`src/rtl/serial_word_rx.sv`:
```
// rtl/serial_word_rx.sv - bit-serial word receiver (start, WIDTH data bits LSB first, stop) with valid/ready output
module serial_word_rx #(
    parameter int   WIDTH      = 48,
    parameter int   BIT_PERIOD = 1252,
    parameter logic IDLE_LEVEL = 1'b0
) (
    input  logic             clk,
    input  logic             reset,
    input  logic             rx,
    output logic [WIDTH-1:0] data,
    output logic             valid,
    input  logic             ready,
    output logic             frame_err,
    output logic             overrun
);

    localparam int CW = $clog2(BIT_PERIOD);
    localparam int BW = $clog2(WIDTH + 1);

    localparam logic [CW-1:0] HALF_LAST = CW'(BIT_PERIOD / 2 - 1);
    localparam logic [CW-1:0] FULL_LAST = CW'(BIT_PERIOD - 1);
    localparam logic [BW-1:0] LAST_BIT  = BW'(WIDTH - 1);
    localparam logic          ACTIVE    = ~IDLE_LEVEL;

    localparam logic [1:0] S_IDLE  = 2'd0;
    localparam logic [1:0] S_START = 2'd1;
    localparam logic [1:0] S_DATA  = 2'd2;
    localparam logic [1:0] S_STOP  = 2'd3;

    logic             rx_meta;
    logic             rx_s;
    logic             rx_prev;
    logic [2:0]       prime;
    logic [1:0]       state;
    logic [CW-1:0]    cnt;
    logic [BW-1:0]    bit_idx;
    logic [WIDTH-1:0] shreg;
    logic             start_edge;
    logic             sample;

    // prime[2] marks that rx_prev holds a real line sample rather than the reset preload,
    // so a line held active through reset cannot fake an idle->active edge.
    assign start_edge = (state == S_IDLE) && prime[2] &&
                        (rx_prev == IDLE_LEVEL) && (rx_s == ACTIVE);

    always_comb begin
        sample = 1'b0;
        case (state)
            S_START:        sample = (cnt == HALF_LAST);
            S_DATA, S_STOP: sample = (cnt == FULL_LAST);
            default:        sample = 1'b0;
        endcase
    end

    always_ff @(posedge clk) begin
        if (reset) begin
            rx_meta <= IDLE_LEVEL;
            rx_s    <= IDLE_LEVEL;
            rx_prev <= IDLE_LEVEL;
            prime   <= '0;
        end else begin
            rx_meta <= rx;
            rx_s    <= rx_meta;
            rx_prev <= rx_s;
            prime   <= {prime[1:0], 1'b1};
        end
    end

    always_ff @(posedge clk) begin
        if (reset) begin
            state     <= S_IDLE;
            cnt       <= '0;
            bit_idx   <= '0;
            shreg     <= '0;
            data      <= '0;
            valid     <= 1'b0;
            frame_err <= 1'b0;
            overrun   <= 1'b0;
        end else begin
            frame_err <= 1'b0;
            overrun   <= 1'b0;
            if (valid && ready) begin
                valid <= 1'b0;
            end
            if (state != S_IDLE) begin
                cnt <= sample ? '0 : cnt + 1'b1;
            end
            case (state)
                S_IDLE: begin
                    if (start_edge) begin
                        state <= S_START;
                        cnt   <= '0;
                    end
                end
                S_START: begin
                    if (sample) begin
                        if (rx_s == ACTIVE) begin
                            state   <= S_DATA;
                            bit_idx <= '0;
                        end else begin
                            state <= S_IDLE;
                        end
                    end
                end
                S_DATA: begin
                    if (sample) begin
                        shreg   <= {rx_s, shreg[WIDTH-1:1]};
                        bit_idx <= bit_idx + 1'b1;
                        if (bit_idx == LAST_BIT) begin
                            state <= S_STOP;
                        end
                    end
                end
                S_STOP: begin
                    if (sample) begin
                        state <= S_IDLE;
                        if (rx_s == IDLE_LEVEL) begin
                            // Output register is free if empty or being drained this same edge.
                            if (!valid || ready) begin
                                data  <= shreg;
                                valid <= 1'b1;
                            end else begin
                                overrun <= 1'b1;
                            end
                        end else begin
                            frame_err <= 1'b1;
                        end
                    end
                end
                default: state <= S_IDLE;
            endcase
        end
    end

endmodule

```
`config.mk`:
```
export PLATFORM = sky130hd
export DESIGN_NAME = serial_word_rx
export DESIGN_NICKNAME = d
export VERILOG_FILES = /design/src/rtl/serial_word_rx.sv
export SDC_FILE = /design/constraint.sdc
export NUM_CORES = 1
export LEC_CHECK = 0
export ABC_AREA = 1
export CELL_PAD_IN_SITES_DETAIL_PLACEMENT = 1
export CELL_PAD_IN_SITES_GLOBAL_PLACEMENT = 2
export CORE_ASPECT_RATIO = 0.5
export CORE_MARGIN = 2
export CORE_UTILIZATION = 34
export CTS_CLUSTER_SIZE = 20
export DETAILED_ROUTE_END_ITERATION = 16
export HOLD_SLACK_MARGIN = 0.03
export PLACE_DENSITY_LB_ADDON = 0.1
export SLEW_MARGIN = 20
export SYNTH_ARGS = -nofsm -noshare
export SYNTH_HDL_FRONTEND = slang
export SYNTH_SLANG_ARGS = --single-unit
```
`constraint.sdc`:
```
create_clock -name clk -period 3.6 [get_ports clk]
set_clock_uncertainty 0.05 [all_clocks]
set_input_delay 0.72 -clock clk [delete_from_list [all_inputs] [get_ports clk]]
set_output_delay 0.72 -clock clk [all_outputs]
set_load 0.05 [all_outputs]
```
Word-level counts from Yosys, hierarchy flattened
Cells that the tools add are included.
Widths: inputs -> output; s select.

operators by class
  reduce and logical (&&, ||, !) cells = 16
  muxes and demuxes = 24
  bitwise logic cells = 4
  add/sub/neg operators = 2
  equal/unequal tests = 12

operator list
  operator               count
  $mux 11                4
  $mux 6                 3
  $mux 2                 6
  $ne 2x2->1 const B     6
  $pmux 6 s2             1
  $add 11x1->11 const B  1
  $eq 11x10->1 const B   1
  $eq 11x11->1 const B   1
  $mux 1                 8
  $pmux 2 s4             1
  $reduce_and 4->1       2
  $add 6x1->6 const B    1
  $eq 6x6->1 const B     1
  $reduce_and 5->1       1
  $eq 2x2->1 const B     2
  $logic_and 1x1->1      4
  $not 1->1              4
  $reduce_bool 2->1      2
  $reduce_or 4->1        1
  $reduce_or 3->1        1
  $eq 2x1->1 const B     1
  $logic_not 2->1        1
  $pmux 1 s2             1
  $reduce_and 2->1       1
  other kinds (3)        3

word-level totals
  input bits = 4
  output and inout bits = 51
  logic and storage cells = 71
  register bits after elaboration = 124

Logic depth before layout (Yosys ltp)
Gate-level depths: netlist of run 1.

  word-level depth = 7
  depth in mapped cells = 12
  depth with buffers taken out = 11

Worst setup path after synthesis of run 1
Ideal clock, no wire load.

  kind = in2reg
  start = in reset
  end = reg data[26]
  setup time = 0.064 ns
  data arrival time = 1.496 ns
  stages on the path = 5
  slack = 1.990 ns
  required time = 3.486 ns
  cell sequence = inv_1 -> clkbuf_1 -> clkbuf_1 -> o21ai_1 -> nor2_1

RTL lines
  what                  RTL line  source
  start, declared       8         input logic reset,
  end signal, assigned  120       data <= shreg;
  end, declared         10        output logic [WIDTH-1:0] data,

Worst setup path after layout of run 1
  start = reg data[47]
  end = out data[47]

No word-level cell between the ends.

==> results.md, run 1 <==
| Quantity | Reported |
| --- | --- |
| Status | finished, final reports clean |
| Setup Buffers After CTS | 0 |
| Dominant delay contributor by cell family on the critical path | buffers and inverters |
| Depth of the worst register-to-register path | 10 |
| Critical path buffers and inverters | 1 |
| Final Max Slew Viols | 0 |
| Synthesis-stage register bit count | 124 |
| Total power after layout | 0.00310 W |
| Core ar. | 14400 µm² |
| Total number of vias | 4244 |
| Fraction of layout cells with a size suffix above 1 | 6.42% |
| Register-to-register setup slack | 1.28 ns |
| Slowest CP cell | clkdlybuf4s50_1 |
| Post-synthesis sequential area ratio | 49.9% |
| Count of input and output buffers | 54 |
| Max capacitance violation total | 0 |
| Total wire length after detailed routing | 11800 µm |
| CTS resizes | 0 |
| Clock tree from TritonCTS | yes |
| Cell at the root of the clock tree | clkbuf_16 |
| Worst min-delay path endpoint | rx_s |
| Worst Min Path Start | rx_meta |
| Kind of start point of the critical path | flip-flop |
| Antenna violations before repair | 0 |
| Count of unique library cells instantiated by Yosys | 26 |
| Combined global-route utilization of all metal layers | 16.2% |
| Achievable clock frequency | 423 MHz |
| Number of buffers added to fix hold violations after cts | 0 |
| Starting Density | 34.6% |
| Post-Synthesis Mean Instance Area | 7.20 µm² |
| Synthesis warning total | 0 |
| Longest Clk Path Bufs | 2 |
| Top cell type's share of synthesized area | 49.9% |
| Slew @ Worst Pin | 0.529 ns |
| Final setup violation count | 0 |
| Number of detailed-routing iterations run before antenna repair | 6 |
| Normalized max-slew margin | 64.7% |
| Antenna Cells | 0 |
| DR vias/cell | 4.49 |
| Pin count of the biggest net entering global routing | 77 |
| Final net count | 742 |
| Cells after Synth | 691 |
| Final weighted congestion in routability-driven placement | 0.743 |
| Avg WL per Cell | 12.4 µm |
| Standard-cell rows | 31 |
| Final global-route overflow total | 0 |
| Clk pin slew, worst setup/hold paths | 0.06 ns |
| Cell area power density | 496 nW/µm² |
| Antenna Violating Nets Remaining | 0 |
| Type of the worst setup path | flip-flop to primary output |
| Dominant cells by area after synthesis | dfxtp_1 (50%), inv_1 (9.5%), nor2_1 (9.4%), o21ai_0 (8.8%), nand2_1 (6.2%) |
| Area of combinational cells with multiple inputs | 1850 µm² |
| Post-Route Utilization | 43.4% |
| Leak | 2.58 nW |
| DRC Markers | 0 |
| CTS sink cnt | 124 |
| IO Pins | 55 |
| Number of hold violations in the final report | 0 |
| Width of the die | 175 µm |
| Crit-path max FO | 2 |
| Endpoint type of the worst setup path | primary output |
| Number of global-route vias before repair | 4167 |
| Worst hold slack | 0.361 ns |
| Y dimension of the die | 89.5 µm |
| Cell Area, Synth | 4970 µm² |
| Clock period minus worst slack | 2.37 ns |
| H-tree lvl count | 4 |
| Critical path data required time | 2.83 ns |
| Maximum vdd drop | 0.000207 V |
| Worst hold path cell count | 2 |
| Arrival time reported for the critical path endpoint | 1.60 ns |
| Insertion delay to the later sink of the worst-skew pair | 0.41 ns |
| RSZ-0062 raised after global routing | false |
| Combined flip-flop and latch cell area | 2480 µm² |
| First-pass GRT wire length | 20200 µm |
| Drt initial violations | 188 |
| Total negative slack for setup checks | 0 ns |
| Min-delay worst type | flip-flop to flip-flop |
| Number of filler cells placed in the layout | 1767 |
| Post-route fraction of the period consumed by the critical path | 65.7% |
| Net Count, Synth | 697 |
| Largest area contributor in the netlist | dfxtp_1 |
| Num CTS Buffers | 17 |
| Cells along the critical path | clkdlybuf4s50_1 |
| Relative area change from synthesis to final layout | 25.6% |
| Maximum cell stage delay along the critical path | 0.82 ns |
| R2R Path End | data[13] |
| Full die area | 15700 µm² |
| HPWL after detailed placement | 7400 µm |
[final cells by class]
type,count,share of cell area [%]
clock inverters,11,1.92
clock buffers,20,7.31
well taps,198,3.97
flip-flops and latches,124,39.7
multi-input cells,405,29.7
inverters,126,7.57
repair buffers,62,9.81
[sequential cells by signal, summed over array words and instances, names as in the netlist, named ones only]
register and flops:
prime 3, cnt 11, overrun 1, rx_meta 1, frame_err 1, rx_prev 1, data 48, shreg 48
state 1, valid 1, bit_idx 6, rx_s 1
[report_power, final]
group          total [W]  switching, W  internal, W
registers        0.00138    0.00000248      0.00138
logic          0.0000502     0.0000340    0.0000163
clock network    0.00167      0.000624      0.00105
[cell usage after synthesis (all sizes together)]
cell type and n:
inv 126, nor2 127, o21bai 1, nand3 15, and3 1, dfxtp 124, buf 13, nand4 2
a21oi 11, clkbuf 23, nor3b 1, a31oi 1, xnor2 1, ha 2, xor2 5, o21ai 102
nor4 1, nand2 84, nor3 51
[layer usage]
| metal | vias up | global-route usage, % | wire [µm] |
|---|---|---|---|
| met2 | 52 | 26.9 | 5230 |
| met5 | - | 0 | 0 |
| met1 | 1954 | 20.8 | 6040 |
| met4 | 0 | 4.32 | 99 |
| li1 | 2226 | - | - |
| met3 | 12 | 4.63 | 378 |
[worst max path at each step]
stage | startpoint | slack, ns | end | cells after the start
after floorplan | reset | 1.99 | data[26] | 5
after global placement | ready | 0.96 | data[13] | 7
after detailed placement | ready | 0.90 | data[7] | 7
after CTS | flip-flop | 1.17 | shreg[47] | 9
after global routing | cnt[6] | 0.91 | data[13] | 10
final | data[47] | 1.23 | data[47] | 1
[worst min-delay path, stage by stage, from the launching register on]
cell and delay [ns]:
dfxtp_1 0.29, inv_1 0.04, nor2_1 0.03
[metrics by stage]
step           cells  setup WS [ns]  area [µm²]
6_report         946           1.23        6250
5_1_grt          946          0.906        6250
4_1_cts          946           1.17        6250
3_5_place_dp     915          0.897        5670
3_3_place_gp     915          0.962        5670
2_1_floorplan    691           1.99        4970
[cell usage in the layout, fill, tap and decap left out, drive strengths merged]
master / instances
nand2: 84
inv: 126
bufinv: 2
and3: 1
nor2: 127
xnor2: 1
dfxtp: 124
ha: 2
clkbuf: 20
nand4: 2
clkinv: 6
a31oi: 1
o21ai: 102
o21bai: 1
clkinvlp: 3
nor3b: 1
xor2: 5
clkdlybuf4s50: 54
buf: 8
a21oi: 11
nor3: 51
nor4: 1
nand3: 15
[cell families (layout without fill, tap and decap cells)]
kind of cell / after synthesis / in the layout / synth area share (%)
AO/OA/AOI/OAI: 115 / 115 / 11.6
XOR/XNOR: 6 / 6 / 1.06
adder cells (fa/ha/maj): 2 / 2 / 0.503
buffers and inverters: 162 / 219 / 13.1
flip-flops: 124 / 124 / 49.9
AND/OR/NAND/NOR: 282 / 282 / 23.8
Note: power is estimated with default switching activity, not from simulation.
==> run 2, diff against run 1 <==
--- a/config.mk
+++ b/config.mk
@@ -10,7 +10,7 @@
 export CELL_PAD_IN_SITES_GLOBAL_PLACEMENT = 2
 export CORE_ASPECT_RATIO = 0.5
 export CORE_MARGIN = 2
-export CORE_UTILIZATION = 34
+export CORE_UTILIZATION = 29
 export CTS_CLUSTER_SIZE = 20
 export DETAILED_ROUTE_END_ITERATION = 16
 export HOLD_SLACK_MARGIN = 0.03
==> constraint.sdc (replaced) <==
create_clock -name clk -period 2.1 [get_ports clk]
set_clock_uncertainty 0.05 [all_clocks]
set_input_delay 0.42 -clock clk [delete_from_list [all_inputs] [get_ports clk]]
set_output_delay 0.42 -clock clk [all_outputs]
set_load 0.05 [all_outputs]
==> run 2 against run 1 <==
Via count decreased by 0.16%. Count of clock-buffer cells in the layout decreased by 2. Register-to-register slack got worse by 1.0 ns. Sequential share of layout area decreased by 1.1 points. Wire length increased by 0.87%. Cell area increased by 2.7%. Clock power increased by 97%. Critical path type unchanged. Critical endpoint is now data[26]. Largest cell class unchanged. Largest power group unchanged.
==> results.md, run 2 (synthesized netlist as in run 1, its figures left out) <==
| Quantity | Reported | Delta |
| --- | --- | --- |
| Count of input and output buffers | 54 | unchanged |
| Final net count | 746 | +0.54% |
| Final standard cell count with taps included and fillers excluded | 979 | +3.5% |
| Critical path buffers and inverters | 1 | unchanged |
| Type of the worst setup path | flip-flop to primary output |  |
| Standard-cell rows | 33 | +6.5% |
| Status | finished, final reports clean |  |
| Critical path data required time | 1.63 ns | -1.20 ns |
| Max capacitance violation total | 0 | unchanged |
| Fraction of layout cells with a size suffix above 1 | 7.18% | +0.76 points |
| Post-detailed-placement cell area | 5760 µm² | +1.6% |
| Cell at the root of the clock tree | clkbuf_16 |  |
| Relative area change from synthesis to final layout | 29.0% |  |
| Achievable clock frequency | 491 MHz |  |
| Worst hold slack | 0.361 ns | -0.000620 ns |
| Total negative slack for setup checks | 0 ns | unchanged |
| Maximum vdd drop | 0.000559 V | +170% |
| Pin count of the biggest net entering global routing | 80 | +3.9% |
| Clock tree from TritonCTS | yes |  |
| Clk pin slew, worst setup/hold paths | 0.06 ns | about the same |
| Drt initial violations | 179 | -4.8% |
| Number of filler cells placed in the layout | 2052 | +16% |
| Final global-route overflow total | 0 | unchanged |
| IO Pins | 55 | unchanged |
| Full die area | 18300 µm² | +17% |
| Avg WL per Cell | 12.1 µm | -2.5% |
| Number of cells in the design after placement | 948 | +3.6% |
| Proportion of power drawn by combinational gates | 1.6% | about the same |
| Cell area power density | 894 nW/µm² | +80% |
| Maximum cell stage delay along the critical path | 0.81 ns | about the same |
| HPWL after detailed placement | 7360 µm | -0.56% |
| CTS resizes | 0 | unchanged |
| Commonest cells after routing, fill and taps aside | inv_1 (125), nor2_1 (124), dfxtp_1 (124), o21ai_0 (87), nand2_1 (81) |  |
| Setup Buffers After CTS | 0 | unchanged |
| Post-route fraction of the period consumed by the critical path | 97.0% |  |
| Width of the die | 189 µm | +8.1% |
| Clock period minus worst slack | 2.04 ns |  |
| Core ar. | 16600 µm² | +15% |
| Number of hold violations in the final report | 0 | unchanged |
| Leak | 2.64 nW | +2.4% |
| Number of buffers added to fix hold violations after cts | 0 | unchanged |
| Normalized max-slew margin | 66.2% | +1.5 points |
| Final setup violation count | 0 | unchanged |
| Total wire length after detailed routing | 11900 µm | +0.87% |
| Clock share of power | 57.3% | +3.4 points |
| Register-to-register setup slack | 0.27 ns | -1.01 ns |
| Part of the total power dissipated in sequential elements | 41.2% | -3.3 points |
| Crit-path max FO | 2 | unchanged |
| DRC Markers | 0 | unchanged |
| DR vias/cell | 4.33 | -3.5% |
| Kind of start point of the critical path | flip-flop |  |
| Y dimension of the die | 96.6 µm | +7.9% |
| Final weighted congestion in routability-driven placement | 0.694 | -6.6% |
| H-tree lvl count | 4 | unchanged |
| Number of global-route vias before repair | 4522 | +8.5% |
| Min-delay worst type | flip-flop to flip-flop |  |
| Cells along the critical path | clkdlybuf4s50_1 |  |
| First-pass GRT wire length | 21500 µm | +6.3% |
| Biggest registers after layout | data (48), shreg (48), cnt (11) |  |
| Insertion delay to the later sink of the worst-skew pair | 0.41 ns | about the same |
| Post-route cell area | 6420 µm² | +2.7% |
| Total number of vias | 4237 | -0.16% |
| Antenna violations before repair | 0 | unchanged |
| Cell internal power dissipation | 0.00453 W | +86% |
| Num CTS Buffers | 17 | unchanged |
| Number of detailed-routing iterations run before antenna repair | 4 | -2 |
| Endpoint type of the worst setup path | primary output |  |
| Arrival time reported for the critical path endpoint | 1.57 ns | -0.03 ns |
| Slowest CP cell | clkdlybuf4s50_1 |  |
| Combined flip-flop and latch cell area | 2480 µm² | unchanged |
| Starting Density | 30.0% | -4.6 points |
| Most frequent standard cell in the layout excluding fill and tap cells | inv_1 |  |
| Antenna Violating Nets Remaining | 0 | unchanged |
| RSZ-0062 raised after global routing | false |  |
| Area of combinational cells with multiple inputs | 1860 µm² | +0.27% |
| Longest Clk Path Bufs | 2 | unchanged |
| CTS sink cnt | 124 | unchanged |
| Antenna Cells | 0 | unchanged |
| Total net switching power | 0.00121 W | +83% |
| Switching part of the total | 21.0% | -0.29 points |
| Slew @ Worst Pin | 0.505 ns | -0.0242 ns |
| Final Max Slew Viols | 0 | unchanged |
| Dominant delay contributor by cell family on the critical path | buffers and inverters |  |
| Combined global-route utilization of all metal layers | 14.3% | -1.9 points |
-- run 2: routing by layer --
metal	share of wire, %	GRT usage [%]	routed length [µm]
met1	52	18.6	6110
met2	45	23.4	5320
met3	2.3	3.05	273
met4	1.3	5.19	152
met5	0	0	0
-- run 2: power groups by stage --
stage	sequential [W]	clock [W]	combinational [W]
4_1_cts	0.00236	0.00336	0.0000926
5_1_grt	0.00236	0.00347	0.000105
3_3_place_gp	0.00241	0	0.0000930
6_report	0.00236	0.00329	0.0000898
3_5_place_dp	0.00242	0	0.0000921
2_1_floorplan	0.00241	0	0.0000584
-- run 2: final timing paths --
check | start | endpoint | cells after the start
worst max-delay path | data[26] | data[26] | 1
worst max register to register | cnt[5] | bit_idx[5] | 9
worst min register to register | prime[0] | prime[1] | 2
worst min-delay path | prime[0] | prime[1] | 2
-- run 2: area by class of cell --
type	instances	share of cell area, %
clock buffers	18	6.84
clock inverters	13	3.31
inverters	126	7.37
multi-input cells	405	29.0
flip-flops and latches	124	38.7
well taps	227	4.42
repair buffers	66	10.4
-- run 2: per-stage QoR --
| stage | power (W) | util, % | setup WS, ns |
|---|---|---|---|
| 4_1_cts | 0.00581 | 38.6 | 0.0299 |
| 2_1_floorplan | 0.00247 | - | 0.551 |
| 6_report | 0.00574 | 38.7 | 0.0639 |
| 3_5_place_dp | 0.00251 | 34.7 | 0.211 |
| 3_3_place_gp | 0.00251 | 34.7 | 0.171 |
| 5_1_grt | 0.00594 | 38.7 | 0.00336 |
==> run 3, diff against run 2 <==
--- a/config.mk
+++ b/config.mk
@@ -15,7 +15,6 @@
 export DETAILED_ROUTE_END_ITERATION = 16
 export HOLD_SLACK_MARGIN = 0.03
 export PLACE_DENSITY_LB_ADDON = 0.1
-export SLEW_MARGIN = 20
 export SYNTH_ARGS = -nofsm -noshare
 export SYNTH_HDL_FRONTEND = slang
 export SYNTH_SLANG_ARGS = --single-unit
==> results of run 3 <==
Same layout as run 2: the final DEF is identical, and so are final timing and power.
